[src/rtl/mmem_rd_ctrl_if.sv]
// Bus bundle for the main-memory read-burst initiator: descriptor, memory read port,
// streamed output, and status. Widths must match the mmem_rd_ctrl instance parameters.
interface mmem_rd_ctrl_if #(
    parameter int unsigned ADDR_WDT = 16,
    parameter int unsigned DATA_WDT = 64,
    parameter int unsigned LEN_WDT  = 16
);
    // Descriptor from the layer sequencer
    logic                cmd_val;
    logic                cmd_rdy;
    logic [ADDR_WDT-1:0] cmd_base_addr;
    logic [LEN_WDT-1:0]  cmd_len;
    logic [ADDR_WDT-1:0] cmd_stride;

    // Main memory read port
    logic                mmem_rd_en;
    logic [ADDR_WDT-1:0] mmem_rd_addr;
    logic [DATA_WDT-1:0] mmem_data_out;

    // Streamed output
    logic [DATA_WDT-1:0] out_word;
    logic                out_val;
    logic                out_rdy;

    // Status
    logic                busy;
    logic                done;
    logic [31:0]         stat_stall_cnt;

    // Controller side
    modport slave (
        input  cmd_val, cmd_base_addr, cmd_len, cmd_stride,
        input  mmem_data_out,
        input  out_rdy,
        output cmd_rdy, mmem_rd_en, mmem_rd_addr,
        output out_word, out_val,
        output busy, done, stat_stall_cnt
    );

    // Environment side (sequencer + memory + consumer)
    modport master (
        output cmd_val, cmd_base_addr, cmd_len, cmd_stride,
        output mmem_data_out,
        output out_rdy,
        input  cmd_rdy, mmem_rd_en, mmem_rd_addr,
        input  out_word, out_val,
        input  busy, done, stat_stall_cnt
    );
endinterface

[src/rtl/mmem_rd_ctrl.sv]
// Read-burst initiator for main memory. Takes a (base, len, stride) descriptor, issues
// single-word reads against a fixed-latency memory, buffers returns in a credit-guarded
// first-word-fall-through FIFO and streams them out with valid/ready.
// Optional feature macro: MMEM_RD_CTRL_STAT_EN enables the saturating credit-stall counter
// on stat_stall_cnt; without it the output is tied to zero.
module mmem_rd_ctrl #(
    parameter int unsigned ADDR_WDT   = 16,
    parameter int unsigned DATA_WDT   = 64,
    parameter int unsigned LEN_WDT    = 16,
    parameter int unsigned RD_LAT     = 4,
    parameter int unsigned FIFO_DEPTH = 8
) (
    input  logic          clk,
    input  logic          rst_n,
    mmem_rd_ctrl_if.slave bus
);
    localparam int unsigned PTR_W = (FIFO_DEPTH > 1) ? $clog2(FIFO_DEPTH) : 1;
    localparam int unsigned CNT_W = $clog2(FIFO_DEPTH + 1);
    localparam int unsigned SUM_W = CNT_W + 1;

    // Parameter sanity: the credit scheme needs room for a full latency pipe plus one
    if (RD_LAT < 1) begin : g_bad_lat
        $error("mmem_rd_ctrl: RD_LAT must be >= 1");
    end
    if (FIFO_DEPTH < RD_LAT + 1) begin : g_bad_depth
        $error("mmem_rd_ctrl: FIFO_DEPTH must be >= RD_LAT+1");
    end

    typedef enum logic [1:0] {
        ST_IDLE  = 2'd0,
        ST_ISSUE = 2'd1,
        ST_DRAIN = 2'd2,
        ST_DONE  = 2'd3
    } state_e;

    // Control state
    state_e              state_q, state_d;
    logic [LEN_WDT-1:0]  rem_q, rem_d;
    logic [ADDR_WDT-1:0] stride_q, stride_d;
    logic [ADDR_WDT-1:0] addr_q, addr_d;
    logic                rd_en_q, rd_en_d;

    // Latency tracking
    logic [RD_LAT-1:0]   pipe_q, pipe_d;
    logic [CNT_W-1:0]    infl_q, infl_d;

    // Return FIFO
    logic [DATA_WDT-1:0] mem_q [FIFO_DEPTH];
    logic [PTR_W-1:0]    wr_ptr_q, wr_ptr_d;
    logic [PTR_W-1:0]    rd_ptr_q, rd_ptr_d;
    logic [CNT_W-1:0]    cnt_q, cnt_d;
    logic                val_q, val_d;
    logic [DATA_WDT-1:0] word_q, word_d;

    // Registered status outputs
    logic                cmd_rdy_q, cmd_rdy_d;
    logic                busy_q, busy_d;
    logic                done_q, done_d;

    // Per-cycle events
    logic                accept_c;
    logic                push_c;
    logic                pop_c;
    logic                issue_c;
    logic [SUM_W-1:0]    credit_sum_c;
    logic                credit_ok_c;

    function automatic logic [PTR_W-1:0] ptr_inc(input logic [PTR_W-1:0] p);
        return (p == PTR_W'(FIFO_DEPTH - 1)) ? '0 : p + PTR_W'(1);
    endfunction

    // Handshake events and credit: a pop in this cycle frees its slot before the issue decision
    always_comb begin
        accept_c     = bus.cmd_val & cmd_rdy_q;
        push_c       = pipe_q[RD_LAT-1];
        pop_c        = val_q & bus.out_rdy;
        credit_sum_c = SUM_W'(infl_q) + SUM_W'(cnt_q) - SUM_W'(pop_c);
        credit_ok_c  = (credit_sum_c < SUM_W'(FIFO_DEPTH));
    end

    // FSM next state, descriptor capture and request generation
    always_comb begin
        state_d  = state_q;
        rem_d    = rem_q;
        stride_d = stride_q;
        addr_d   = addr_q;
        issue_c  = 1'b0;
        unique case (state_q)
            ST_IDLE: begin
                // FIFO and pipe are always empty in IDLE, so the first read needs no credit check
                if (accept_c) begin
                    stride_d = bus.cmd_stride;
                    if (bus.cmd_len != '0) begin
                        state_d = ST_ISSUE;
                        issue_c = 1'b1;
                        addr_d  = bus.cmd_base_addr;
                        rem_d   = bus.cmd_len - LEN_WDT'(1);
                    end else begin
                        state_d = ST_DONE;
                    end
                end
            end
            ST_ISSUE: begin
                if (rem_q == '0) begin
                    state_d = ST_DRAIN;
                end else if (credit_ok_c) begin
                    issue_c = 1'b1;
                    addr_d  = addr_q + stride_q;
                    rem_d   = rem_q - LEN_WDT'(1);
                end
            end
            ST_DRAIN: begin
                if ((infl_q == '0) && (cnt_q == '0)) begin
                    state_d = ST_DONE;
                end
            end
            ST_DONE: begin
                state_d = ST_IDLE;
            end
            default: begin
                state_d = ST_IDLE;
            end
        endcase
    end

    // Latency pipe, in-flight count, FIFO pointers and registered FWFT head
    always_comb begin
        rd_en_d  = issue_c;
        pipe_d   = pipe_q;
        infl_d   = infl_q;
        wr_ptr_d = wr_ptr_q;
        rd_ptr_d = rd_ptr_q;
        cnt_d    = cnt_q;
        word_d   = word_q;

        pipe_d[0] = rd_en_q;
        for (int i = 1; i < int'(RD_LAT); i++) begin
            pipe_d[i] = pipe_q[i-1];
        end

        // in_flight covers the request on the bus now plus everything in the pipe
        infl_d = infl_q + CNT_W'(issue_c) - CNT_W'(push_c);

        if (push_c) begin
            wr_ptr_d = ptr_inc(wr_ptr_q);
        end
        if (pop_c) begin
            rd_ptr_d = ptr_inc(rd_ptr_q);
        end
        cnt_d = cnt_q + CNT_W'(push_c) - CNT_W'(pop_c);
        val_d = (cnt_d != '0);

        // Head bypasses the array when the pushed word lands in an otherwise empty FIFO
        if (push_c && (cnt_q == CNT_W'(pop_c))) begin
            word_d = bus.mmem_data_out;
        end else if (cnt_d != '0) begin
            word_d = mem_q[rd_ptr_d];
        end

        cmd_rdy_d = (state_d == ST_IDLE);
        busy_d    = (state_d != ST_IDLE);
        done_d    = (state_d == ST_DONE);
    end

    // Control and datapath registers; reset drops everything including in-flight returns
    always_ff @(posedge clk or negedge rst_n) begin
        if (!rst_n) begin
            state_q   <= ST_IDLE;
            rem_q     <= '0;
            stride_q  <= '0;
            addr_q    <= '0;
            rd_en_q   <= 1'b0;
            pipe_q    <= '0;
            infl_q    <= '0;
            wr_ptr_q  <= '0;
            rd_ptr_q  <= '0;
            cnt_q     <= '0;
            val_q     <= 1'b0;
            word_q    <= '0;
            cmd_rdy_q <= 1'b0;
            busy_q    <= 1'b0;
            done_q    <= 1'b0;
        end else begin
            state_q   <= state_d;
            rem_q     <= rem_d;
            stride_q  <= stride_d;
            addr_q    <= addr_d;
            rd_en_q   <= rd_en_d;
            pipe_q    <= pipe_d;
            infl_q    <= infl_d;
            wr_ptr_q  <= wr_ptr_d;
            rd_ptr_q  <= rd_ptr_d;
            cnt_q     <= cnt_d;
            val_q     <= val_d;
            word_q    <= word_d;
            cmd_rdy_q <= cmd_rdy_d;
            busy_q    <= busy_d;
            done_q    <= done_d;
        end
    end

    // FIFO storage; contents are don't-care until written
    always_ff @(posedge clk) begin
        if (push_c) begin
            mem_q[wr_ptr_q] <= bus.mmem_data_out;
        end
    end

`ifdef MMEM_RD_CTRL_STAT_EN
    logic [31:0] stall_q, stall_d;
    logic        stall_c;

    // Count ISSUE cycles where the credit rule holds back a pending request
    always_comb begin
        stall_c = (state_q == ST_ISSUE) && (rem_q != '0) && !credit_ok_c;
        stall_d = stall_q;
        if (accept_c) begin
            stall_d = '0;
        end else if (stall_c && (stall_q != '1)) begin
            stall_d = stall_q + 32'd1;
        end
    end

    // Stall counter register
    always_ff @(posedge clk or negedge rst_n) begin
        if (!rst_n) begin
            stall_q <= '0;
        end else begin
            stall_q <= stall_d;
        end
    end

    assign bus.stat_stall_cnt = stall_q;
`else
    assign bus.stat_stall_cnt = 32'd0;
`endif

    // Credit invariants: the FIFO can never be pushed while full
    always_ff @(posedge clk) begin
        if (rst_n) begin
            assert (!(push_c && (cnt_q == CNT_W'(FIFO_DEPTH))))
                else $error("mmem_rd_ctrl: push into full FIFO");
            assert ((SUM_W'(infl_q) + SUM_W'(cnt_q)) <= SUM_W'(FIFO_DEPTH))
                else $error("mmem_rd_ctrl: credit overrun");
        end
    end

    assign bus.cmd_rdy      = cmd_rdy_q;
    assign bus.mmem_rd_en   = rd_en_q;
    assign bus.mmem_rd_addr = addr_q;
    assign bus.out_word     = word_q;
    assign bus.out_val      = val_q;
    assign bus.busy         = busy_q;
    assign bus.done         = done_q;
endmodule
[src/flat_wrapper.sv]
// flat-port wrapper written by rule: the top's interface ports become plain ports
module mmem_rd_ctrl_flat 
#(
    parameter int unsigned ADDR_WDT   = 16,
    parameter int unsigned DATA_WDT   = 64,
    parameter int unsigned LEN_WDT    = 16,
    parameter int unsigned RD_LAT     = 4,
    parameter int unsigned FIFO_DEPTH = 8
)
  (clk, rst_n, bus_cmd_val, bus_cmd_base_addr, bus_cmd_len, bus_cmd_stride, bus_mmem_data_out, bus_out_rdy, bus_cmd_rdy, bus_mmem_rd_en, bus_mmem_rd_addr, bus_out_word, bus_out_val, bus_busy, bus_done, bus_stat_stall_cnt);
  mmem_rd_ctrl_if #(.ADDR_WDT(ADDR_WDT), .DATA_WDT(DATA_WDT), .LEN_WDT(LEN_WDT)) bus_i ();
  input  logic clk;
  input  logic rst_n;
  input wire logic [$bits(bus_i.cmd_val)-1:0] bus_cmd_val;
  input wire logic [$bits(bus_i.cmd_base_addr)-1:0] bus_cmd_base_addr;
  input wire logic [$bits(bus_i.cmd_len)-1:0] bus_cmd_len;
  input wire logic [$bits(bus_i.cmd_stride)-1:0] bus_cmd_stride;
  input wire logic [$bits(bus_i.mmem_data_out)-1:0] bus_mmem_data_out;
  input wire logic [$bits(bus_i.out_rdy)-1:0] bus_out_rdy;
  output wire logic [$bits(bus_i.cmd_rdy)-1:0] bus_cmd_rdy;
  output wire logic [$bits(bus_i.mmem_rd_en)-1:0] bus_mmem_rd_en;
  output wire logic [$bits(bus_i.mmem_rd_addr)-1:0] bus_mmem_rd_addr;
  output wire logic [$bits(bus_i.out_word)-1:0] bus_out_word;
  output wire logic [$bits(bus_i.out_val)-1:0] bus_out_val;
  output wire logic [$bits(bus_i.busy)-1:0] bus_busy;
  output wire logic [$bits(bus_i.done)-1:0] bus_done;
  output wire logic [$bits(bus_i.stat_stall_cnt)-1:0] bus_stat_stall_cnt;
  assign bus_i.cmd_val = bus_cmd_val;
  assign bus_i.cmd_base_addr = bus_cmd_base_addr;
  assign bus_i.cmd_len = bus_cmd_len;
  assign bus_i.cmd_stride = bus_cmd_stride;
  assign bus_i.mmem_data_out = bus_mmem_data_out;
  assign bus_i.out_rdy = bus_out_rdy;
  assign bus_cmd_rdy = bus_i.cmd_rdy;
  assign bus_mmem_rd_en = bus_i.mmem_rd_en;
  assign bus_mmem_rd_addr = bus_i.mmem_rd_addr;
  assign bus_out_word = bus_i.out_word;
  assign bus_out_val = bus_i.out_val;
  assign bus_busy = bus_i.busy;
  assign bus_done = bus_i.done;
  assign bus_stat_stall_cnt = bus_i.stat_stall_cnt;
  mmem_rd_ctrl #(.ADDR_WDT(ADDR_WDT), .DATA_WDT(DATA_WDT), .LEN_WDT(LEN_WDT), .RD_LAT(RD_LAT), .FIFO_DEPTH(FIFO_DEPTH)) u_core (.clk(clk), .rst_n(rst_n), .bus(bus_i));
endmodule
[config.mk]
export PLATFORM = sky130hd
export DESIGN_NAME = mmem_rd_ctrl_flat
export DESIGN_NICKNAME = d
export VERILOG_FILES = /design/src/rtl/mmem_rd_ctrl_if.sv /design/src/rtl/mmem_rd_ctrl.sv /design/src/flat_wrapper.sv
export SDC_FILE = /design/constraint.sdc
export NUM_CORES = 1
export LEC_CHECK = 0
export ABC_AREA = 1
export CAP_MARGIN = 20
export CORE_ASPECT_RATIO = 0.7
export CORE_MARGIN = 3
export CORE_UTILIZATION = 30
export DETAILED_ROUTE_END_ITERATION = 16
export MAX_ROUTING_LAYER = met4
export REMOVE_ABC_BUFFERS = 1
export SKIP_LAST_GASP = 1
export SYNTH_ARGS = -nofsm -noshare
export SYNTH_HDL_FRONTEND = slang
export SYNTH_SLANG_ARGS = --single-unit
[constraint.sdc]
create_clock -name clk -period 4.9 [get_ports clk]
set_input_delay 0.98 -clock clk [delete_from_list [all_inputs] [get_ports clk]]
set_output_delay 0.98 -clock clk [all_outputs]
set_load 0.1 [all_outputs]
# --- Word level (Yosys, flattened, before mapping) ---
# Memories as Yosys holds them, arrays and structs flattened.
# Cells that the tools add are included.
word_totals:
  ramBits: 512
  mem_count: 1
  ff_bits: 137
  input_bits: 116
  word_cells: 82
  output_inout_bits: 117
op_classes:
  mux: 27
  n_eq_ne: 11
  addsub: 11
  n_bitwise: 2
  order_cmp: 1
  n_reduce_logical: 14
memory_table:
  columns: ["memory", "words", "width", "read_ports", "rd_clocked_by_memory_dff", "wr", "line", "source"]
  rows:
  - ["u_core.mem_q", 8, 64, 1, 0, 1, "mmem_rd_ctrl.sv:48", "logic [DATA_WDT-1:0] mem_q [FIFO_DEPTH];"]
ops:
  columns: ["cell", "count"]
  rows:
  - ["16-bit two-way mux", 8]
  - ["64-bit two-way mux", 2]
  - ["16-bit case mux with 2 select lines", 2]
  - ["16-bit by 1-bit subtractor with 16-bit output (second input constant)", 2]
  - ["16-bit adder", 1]
  - ["16-bit zero test", 1]
  - ["16-bit nonzero test", 1]
  - ["3-bit two-way mux", 3]
  - ["4-bit by 1-bit adder with 4-bit output", 2]
  - ["4-bit zero test", 2]
  - ["2-bit two-way mux", 4]
  - ["2-bit case mux with 4 select lines", 1]
  - ["4-bit by 1-bit subtractor with 4-bit output", 2]
  - ["3-bit by 1-bit adder with 3-bit output (second input constant)", 2]
  - ["2-bit equality test (second input constant)", 3]
  - ["3-bit equality test (second input constant)", 2]
  - ["1-bit two-way mux", 6]
  - ["2-bit by 1-bit inequality test with 1-bit output (second input constant)", 3]
  - ["2-bit nonzero test", 3]
  - ["4-bit by 4-bit adder with 5-bit output", 1]
  - ["5-bit by 4-bit less-than comparator with 1-bit output (second input constant)", 1]
  - ["5-bit AND reduction", 1]
  - ["5-bit by 1-bit subtractor with 5-bit output", 1]
  - ["4-bit by 1-bit equality test with 1-bit output", 1]
  - ["8 further kinds", 11]

# --- Logic depth before layout (Yosys ltp) ---
logic_depth:
  ltp_word: 8
  mapped_depth: 18
  mapped_depth_nobuf: 17

# --- Worst setup path after synthesis ---
# OpenSTA, ideal clock, no wires.
synth_path:
  path_type: "flip-flop to flip-flop"
  startpoint: "register u_core.pipe_q[3]"
  endpoint: "memory u_core.mem_q[1][0], enable pin"
  arrival_time_ps: 3455
  period_less_slack_ps: 3941
  t_required_ps: 4413
  path_stages_with_launch: 4
  setup_slack_ps: 959
  cell_sequence: "dfrtp_1 -> clkbuf_1 -> nand2_1 -> nor2_1"
synth_between:
  elab_chain_cells: 2
synth_rtl:
  columns: ["item", "line", "source"]
  rows:
  - ["start: declaration", "mmem_rd_ctrl.sv:44", "logic [RD_LAT-1:0] pipe_q, pipe_d;"]
  - ["start signal: assignment", "mmem_rd_ctrl.sv:189", "pipe_q <= pipe_d;"]
  - ["1-bit two-way mux", "mmem_rd_ctrl.sv:204", "if (push_c) begin"]
  - ["1-bit two-way mux (not written as such)", "mmem_rd_ctrl.sv:205", "mem_q[wr_ptr_q] <= bus.mmem_data_out;"]
  - ["end: declaration", "mmem_rd_ctrl.sv:48", null]
# No other way between the ends.

# --- Worst setup path after layout ---
layout_path:
  startpoint: "register u_core.word_q[59] (netlist: u_core.bus.out_word[59])"
  endpoint: "output port bus_out_word[59]"
layout_lines:
  columns: ["item", "line", "source"]
  rows:
  - ["start: declaration", "mmem_rd_ctrl.sv:53", "logic [DATA_WDT-1:0] word_q, word_d;"]
  - ["start signal: assignment", "mmem_rd_ctrl.sv:195", "word_q <= word_d;"]
  - ["end: declaration", "flat_wrapper.sv:23", "output wire logic [$bits(bus_i.out_word)-1:0] bus_out_word;"]
# No word-level cell between the ends.

==> metrics <==
TritonCTS clock tree=yes; crit path time final=roughly 3.4 ns; worst setup path class=flip-flop to output pin; layout-stage area growth over the synthesis result=18.9%; fin. max-slew vios=0; routability congestion estimate=roughly 0.84; port bufs=200; ordered cell list for the critical path=clkdlybuf4s50_1; post-CTS clock slew at the launch and capture registers of the worst setup and hold paths=roughly 0.06 ns; number of endpoints failing setup at the final stage=0; placement row count=94; most common cell after layout, fill and taps aside=nand2_1; share of the clock period used by the worst path after layout=slightly below 70%; sequential fraction of the synthesis area=about 65%; # Post-CTS Setup Buffers=0; initial antenna violation count=3; cell types with the largest area share after synthesis=edfxtp_1 53%, dfrtp_1 12%, nand2_1 8.4%; netlist area before placement=0.0288 sq mm; worst path buffer plus inverter count=1; global-route wire length before repair=115000 um; Unique masters post-synth=39; dpl ws=~0.87 ns; violation count after the first detailed-route iteration=approximately 1800; initial core utilization=roughly 30%; master of the slowest instance on the critical path=clkdlybuf4s50_1; critical path required time=a little under 4 ns; First-pass DRT Iterations=5; overall die width=376 um; total CTS buffers=69; Final Util=36.2%; Crit path arrival time=approximately 2.4 ns; commonest cells after routing, fill and taps aside=647 x nand2_1, 512 x edfxtp_1, 299 x nand3_1, 199 x clkdlybuf4s50_1, 193 x inv_1; status=completed; core area=around 0.095 sq mm; yosys warns=0; share of Yosys cell area claimed by the top area cell type=~53%; biggest fanout along the worst timing path=2; global-route track usage on met2=a little under a quarter; Nets=between 2000 and 3000; overall die height=between 200 and 300 um; total number of vias=between 15000 and 20000; unrepaired setup endpoints after global routing=no; met1 Usage GRT=21.9%; Die Footprint=between 0.09 and 0.1 sq mm; Synth Area per Inst=between 10 and 15 sq um; global routing usage on met3=approximately 2.3%; WL/cell=around 18 um; pin count of the biggest net entering global routing=around 140; detailed-route wire length=~75000 um; cell taking the most area after synthesis=edfxtp_1; HP Class=flip-flop to flip-flop; CP Launch Type=flip-flop; Sum Neg Setup Slack=0 ns; Gates resized, CTS repair=0; layout cells sized above 1=roughly 8.6%; Clock Sink Count=649; Worst Slack Setup Final=about 1.5 ns; max cap viols=0; vias per std cell=between 4 and 5; number of flip-flops and latches in the synthesized netlist=about 650; clock skew after layout=around 0.021 ns; total leakage power=between 10 and 15 nW; cell family with the largest share of critical-path delay=buffers and inverters; sum of net half-perimeters after detailed placement=between 40000 and 50000 um; number of global-route vias before repair=about 19000; peak clock frequency supported by timing=294 MHz; total global routing overflow=0; master cell of the clock root buffer=clkbuf_16; capturing element type of the critical path=output pin; worst hold slack after final layout=roughly 0.35 ns; post-synthesis cell count=about 2600; number of top-level pins=233; clock latency at the later pin of the worst-skew pair=0.61 ns; largest stage delay on the critical path=between 1 and 1.5 ns; hold buffers post-CTS=0; Max Buffers Root-to-Sink=3; worst IR drop on VDD=0.809 mV; worst-margin pin slew=1.11 ns; count of flip-flops with a built-in enable after synthesis=about 510; final hold viol count=0; residual antenna-violating net count after detailed routing=0; most used routing layer in global routing=met2; P per Cell Area=582 mW/mm^2; Post-route DRC=0; overall fraction of global-route tracks in use=between 10% and 20%; Async S/R FF share, synth=about a fifth; Max-Slew Margin vs Limit=between 20% and 30%; Clock H-tree levels=3; commonest register cell after synthesis=edfxtp_1
-- metrics by stage --
step	total power, mW	cell area (sq um)	instances
after floorplan	12.2	27800	2467
after global placement	14.8	32000	3957
after detailed placement	14.9	32000	3957
after CTS	20.2	34200	4084
after global routing	21.1	34200	4086
final	19.9	34200	4087
-- sequential cells by signal (all words and copies together), names as in the netlist, 2 cells and up --
register	flops
u_core.bus.mmem_rd_addr	16
u_core.bus.out_word	64
u_core.cnt_q	4
u_core.pipe_q	4
u_core.mem_q	512
u_core.infl_q	4
u_core.state_q	2
u_core.rd_ptr_q	3
u_core.stride_q	16
u_core.wr_ptr_q	3
u_core.rem_q	16
-- final timing paths --
kind	from	to	slack, ns	cells after the start
max in group asynchronous	rst_n	u_core.bus.out_word[41]	3.64	2
worst min-delay path	u_core.pipe_q[0]	u_core.pipe_q[1]	0.35	0
worst min register to register	u_core.pipe_q[0]	u_core.pipe_q[1]	0.35	0
min in group asynchronous	rst_n	u_core.bus.mmem_rd_addr[5]	0.36	1
worst max-delay path	u_core.bus.out_word[59]	bus_out_word[59]	1.50	1
worst max register to register	u_core.bus.out_val	u_core.bus.out_word[16]	1.92	16
-- cell type report --
class	instances	area, sq um
fillers	9281	60400
well taps	1248	1560
flip-flops and latches	649	18800
clock buffers	85	1830
multi-input cells	1616	8370
inverters	202	771
clock inverters	42	412
diodes	3	7.51
repair buffers	242	2460
-- layer usage --
layer  up-vias  wire length [um]
met1      9429             36200
met2       488             34000
met4         0              1320
met3        95              3830
li1       9259                 -
met5         -                 0
-- report_power, final --
group	leakage (nW)	switching (mW)	internal [mW]
Clock	1.09	2.27	2.96
Combinational	5.67	5.89	2.27
Sequential	6.32	0.206	6.31
Total	13.1	8.37	11.5
-- cell usage after synthesis, types with 42 or more instances --
library cell    n
buf_2          69
buf_4          42
dfrtp_1       137
edfxtp_1      512
inv_1         194
nand2_1       647
nand3_1       299
nor2_1         70
o211ai_1      171
o21ai_0        43
o21ai_1        63
or2_1          97
or2_2          51
-- cells by family after synthesis --
logic type      after synthesis  share of synthesized area [%]
buf+inv                     370                           6.27
compound gates              296                           6.72
flops                       649                           65.3
fa+ha+maj                    38                           1.73
simple gates               1236                           19.5
other cells                   1                         0.0130
xor+xnor                     14                          0.426
No activity file was read; power rests on OpenSTA's default activity.
==> RTL edit 1, RTL diff (same flow settings) <==
Re-encode `state_e` (4 states) as one-hot, 4 bits wide.
--- a/src/rtl/mmem_rd_ctrl.sv
+++ b/src/rtl/mmem_rd_ctrl.sv
@@ -27,9 +27,9 @@
     end
 
-    typedef enum logic [1:0] {
-        ST_IDLE  = 2'd0,
-        ST_ISSUE = 2'd1,
-        ST_DRAIN = 2'd2,
-        ST_DONE  = 2'd3
+    typedef enum logic [3:0] {
+        ST_IDLE  = 4'b0001,
+        ST_ISSUE = 4'b0010,
+        ST_DRAIN = 4'b0100,
+        ST_DONE  = 4'b1000
     } state_e;
 
Check against the original RTL: no difference found for any inputs over 4 cycles, from zero or initial values and one cycle with rst_n low; so few cycles prove little.
==> RTL edit 1 against the unedited design <==
  * Sequential cell count is 2 higher
  * Wire length up 3.3%
  * Count of clock-buffer cells in the layout increased by 3
  * Final cell count shrank 1.6%
  * Power grew 19%
  * Design area decreased by 0.23%
  * First-iteration DRC count decreased by 12%
  * Worst hold slack got worse by 0.0013 ns
  * Area after synthesis fell by 1.1%
  * Setup slack got worse by 0.27 ns
  * Combinational power up 31%
  * Critical endpoint is now u_core.bus.out_word[15]$_DFFE_PN0P_
  * Largest cell class unchanged
  * Largest power group unchanged
  * Highest routed layer unchanged
==> RTL edit 1: results (changes against the unedited design) <==
Route
The per-cell via count in the routed design came to 4.77 (+1.2%).

Synthesis
The count of distinct cell types in the synthesized netlist was 42 (+7.7%). The async set-or-reset flop fraction in the synthesized netlist was 0.214 (+0.00242). The commonest cells after synthesis are nand2_1 (623), edfxtp_1 (512), o211ai_1 (220).

The sequential-to-total area share from yosys stat is 0.662 (+0.00904).

Global route
The largest net degree at the start of global routing came to 130 (-8.5%). The aggregate global-route resource usage is 0.161 (+0.00694). The number of global-route vias before repair is 18800 (+0.69%). The global-route wire length before repair came to 119000 um (+3.3%).

Power and ir drop
The switching power as a share of total power is 0.447 (+0.0265). The worst-case vdd ir drop is 546 uV (-33%).

Layout
The number of standard cells in the final layout excluding fillers is 4023 (-1.6%). The number of fill cells is 9032 (-2.7%).

Hold path
The endpoint of the worst hold path is u_core.pipe_q[2]$_DFF_PN0_. The beginning of the worst hold path is u_core.pipe_q[1]$_DFF_PN0_.

Status
The flow ran to the end, and the final reports show no timing, DRC or antenna violations.

Timing
The clock tree skew after final layout is 0.0361 ns (+0.0152 ns). The remaining max-slew budget at the tightest pin is 0.202 (-0.0536).

Place
The routability-driven placement congestion ratio is 0.828 (-1.4%). The count of placed standard cells including taps is 3888 (-1.7%). The HPWL reported at the end of detailed placement was 42800 um (about the same). The placement-stage cell area came to 31700 sq um (-0.87%).

Worst setup path
The delay contributed by the slowest stage of the critical path is 0.53 ns (-0.69 ns). The data arrival time of the critical path was 4.24 ns (+1.82 ns). The biggest fanout along the worst timing path was 64 (+62).

CTS
The worst-skew pair later-pin latency came to 0.64 ns (+0.03 ns).
RTL edit 1: through the flow:
step / setup slack (ns) / hold slack (ns)
global placement: 0.716 / 0.334
floorplan: -2.12 / 0.331
detailed placement: 0.607 / 0.335
finish: 1.24 / 0.352
global route: 0.914 / 0.375
CTS: 1.28 / 0.361
RTL edit 1: final cells by class:
type,count,area share
flip-flops and latches,651,0.552
multi-input cells,1614,0.242
repair buffers,239,0.0721
clock buffers,88,0.0550
well taps,1235,0.0453
inverters,150,0.0169
clock inverters,38,0.0154
diodes,8,0.000587
RTL edit 1: how the worst max path moves through the flow:
| stage | start | slack (ns) | end |
|---|---|---|---|
| 2_1_floorplan | u_core.bus.out_val$_DFF_PN0_ | -2.12 | u_core.bus.out_word[10]$_DFFE_PN0P_ |
| 3_3_place_gp | bus_out_rdy | 0.72 | u_core.bus.out_word[38]$_DFFE_PN0P_ |
| 3_5_place_dp | bus_out_rdy | 0.61 | u_core.bus.out_word[15]$_DFFE_PN0P_ |
| 4_1_cts | bus_out_rdy | 1.28 | u_core.bus.out_word[31]$_DFFE_PN0P_ |
| 5_1_grt | bus_out_rdy | 0.91 | u_core.bus.out_word[15]$_DFFE_PN0P_ |
| 6_report | bus_out_rdy | 1.24 | u_core.bus.out_word[15]$_DFFE_PN0P_ |
RTL edit 1: kinds of logic after synthesis:
family / count (synthesis) / share of synthesized area
multiplexers: 1 / 0.000352
adder cells (fa/ha/maj): 38 / 0.0175
flip-flops: 651 / 0.662
AO/OA/AOI/OAI: 388 / 0.0884
XOR/XNOR: 15 / 0.00462
buffers and inverters: 319 / 0.0538
AND/OR/NAND/NOR: 1140 / 0.173
other: 1 / 0.000132
RTL edit 1: power groups by stage:
stage	clock [mW]	combinational, mW	sequential, mW
3_3_place_gp	0	10.6	7.63
4_1_cts	5.61	10.8	7.51
3_5_place_dp	0	10.8	7.61
6_report	5.48	10.7	7.51
2_1_floorplan	0	4.98	9.97
5_1_grt	5.82	11.7	7.60
RTL edit 1: worst max-delay path, delay by kind of cell:
family / cells / cell delay [ns]
adders and majority gates: 2 / 0.66
buffers and inverters: 7 / 1.26
and+or+nand+nor: 8 / 1.24
RTL edit 1: layer usage:
layer	vias to the layer above	GRT usage	share of wire
met5	-	-	0
met4	0	0.0331	0.014
met3	75	0.0371	0.067
met2	492	0.241	0.45
met1	9443	0.222	0.47
li1	9190	-	-
==> RTL edit 2, RTL diff (same settings) <==
Without the edit above. The option `MMEM_RD_CTRL_STAT_EN` is turned on by a define.
--- a/src/rtl/mmem_rd_ctrl.sv
+++ b/src/rtl/mmem_rd_ctrl.sv
@@ -4,4 +4,6 @@
 // Optional feature macro: MMEM_RD_CTRL_STAT_EN enables the saturating credit-stall counter
 // on stat_stall_cnt; without it the output is tied to zero.
+`define MMEM_RD_CTRL_STAT_EN
+
 module mmem_rd_ctrl #(
     parameter int unsigned ADDR_WDT   = 16,
Behaviour: no difference found for any inputs over 4 cycles, from zero or initial values and one cycle with rst_n low; that may be too few to reach the edited logic, so the function may still have changed.
==> RTL edit 2 against the unedited design <==
  * Final cell count grew 13%
  * Design area increased by 8.6%
  * Power up 26%
  * Wire length grew 13%
  * Worst hold slack lost 0.0066 ns
  * Area after synthesis rose by 6.9%
  * Count of clock-buffer cells in the layout increased by 6
  * Sequential cell count is 32 higher
  * Register-to-register slack worse by 0.22 ns
  * Setup slack worse by 0.19 ns
  * Critical endpoint is now u_core.bus.out_word[43]$_DFFE_PN0P_
  * Largest power group unchanged
  * Highest routed layer unchanged
==> RTL edit 2: results (changes against the unedited design) <==
Status
The flow ran to the end, and the final reports show no timing, DRC or antenna violations.

Global route
The number of global-route vias before repair came to 20800 (+11%). The global routing met3 resource utilization is 0.0287 (+0.00543). The fraction of met2 tracks used by global routing is 0.242 (+0.0103). The largest net degree at the start of global routing is 203 (+43%). The global-route wire length before repair is 130000 um (+13%).

Worst setup path
The delay contributed by the slowest stage of the critical path is 0.50 ns (-0.72 ns). The critical path capture point is u_core.bus.out_word[43]$_DFFE_PN0P_. The biggest fanout along the worst timing path is 31 (+29).

The slack of the worst reg-to-reg path is 1.70 ns (-0.22 ns). In this design, the largest share of critical-path delay is due to simple AND/OR/NAND/NOR gates.

Place
The total of buffers placed on input and output ports is 232 (+16%). The routability-driven placement congestion ratio came to 0.860 (+2.4%). The HPWL reported at the end of detailed placement is 49200 um (+15%).

Layout
The fraction of layout instances using a drive strength above 1 is 0.0956 (+0.00995). The number of nets at the end of the flow is 3370 (+15%). The number of standard cells in the final layout excluding fillers came to 4614 (+13%). The post-layout utilization of the core was 0.368 (+0.00665).

Timing
The final hold slack is 0.347 ns (-0.00655 ns). The clock tree skew after final layout was 0.0304 ns (+0.00950 ns).

Synthesis
The synthesized area per cell is 10.2 sq um (-7.6%). The async set-or-reset flop fraction in the synthesized netlist came to 0.248 (+0.0371). The synthesized-area fraction occupied by ao, oa, aoi and oai cells is 0.0716 (+0.00441). Sorting the synthesized cells by how often they occur yields nand2_1 (814), edfxtp_1 (512), inv_1 (334). The XOR/XNOR share of the synthesized area was 0.00712 (+0.00286).

Hold path
The class of the tightest hold or removal check is input pin to async pin.

Route
The violation count after the first detailed-route iteration is 1815 (+2.9%). The met2 layer wire length in the routed design is 37900 um (+12%).
-- RTL edit 2: cell types whose count changed after synthesis, sizes merged, moves of 32 or more --
| cell | change |
|---|---|
| dfrtp | +32 |
| nor2 | +54 |
| inv | +137 |
| or2 | -56 |
| nand4 | +34 |
| o21ai | +51 |
| buf | -34 |
| nand2 | +158 |
-- RTL edit 2: final cells by class --
class | instances | area share
flip-flops and latches | 681 | 0.528
multi-input cells | 1843 | 0.249
inverters | 340 | 0.0345
diodes | 5 | 0.000337
repair buffers | 277 | 0.0749
well taps | 1336 | 0.0450
clock inverters | 41 | 0.0153
clock buffers | 91 | 0.0534
-- RTL edit 2: cell families after synthesis --
family | count (synthesis)
and+or+nand+nor | 1430
DFF | 681
buffers and inverters | 489
AOI/OAI and AO/OA | 349
adders and majority gates | 39
xor gates and xnor gates | 25
-- RTL edit 2: power by group --
part	leakage, nW	switching (mW)	internal (mW)
clock network	1.26	2.45	3.45
registers	6.72	0.501	7.13
logic	6.75	8.44	3.17
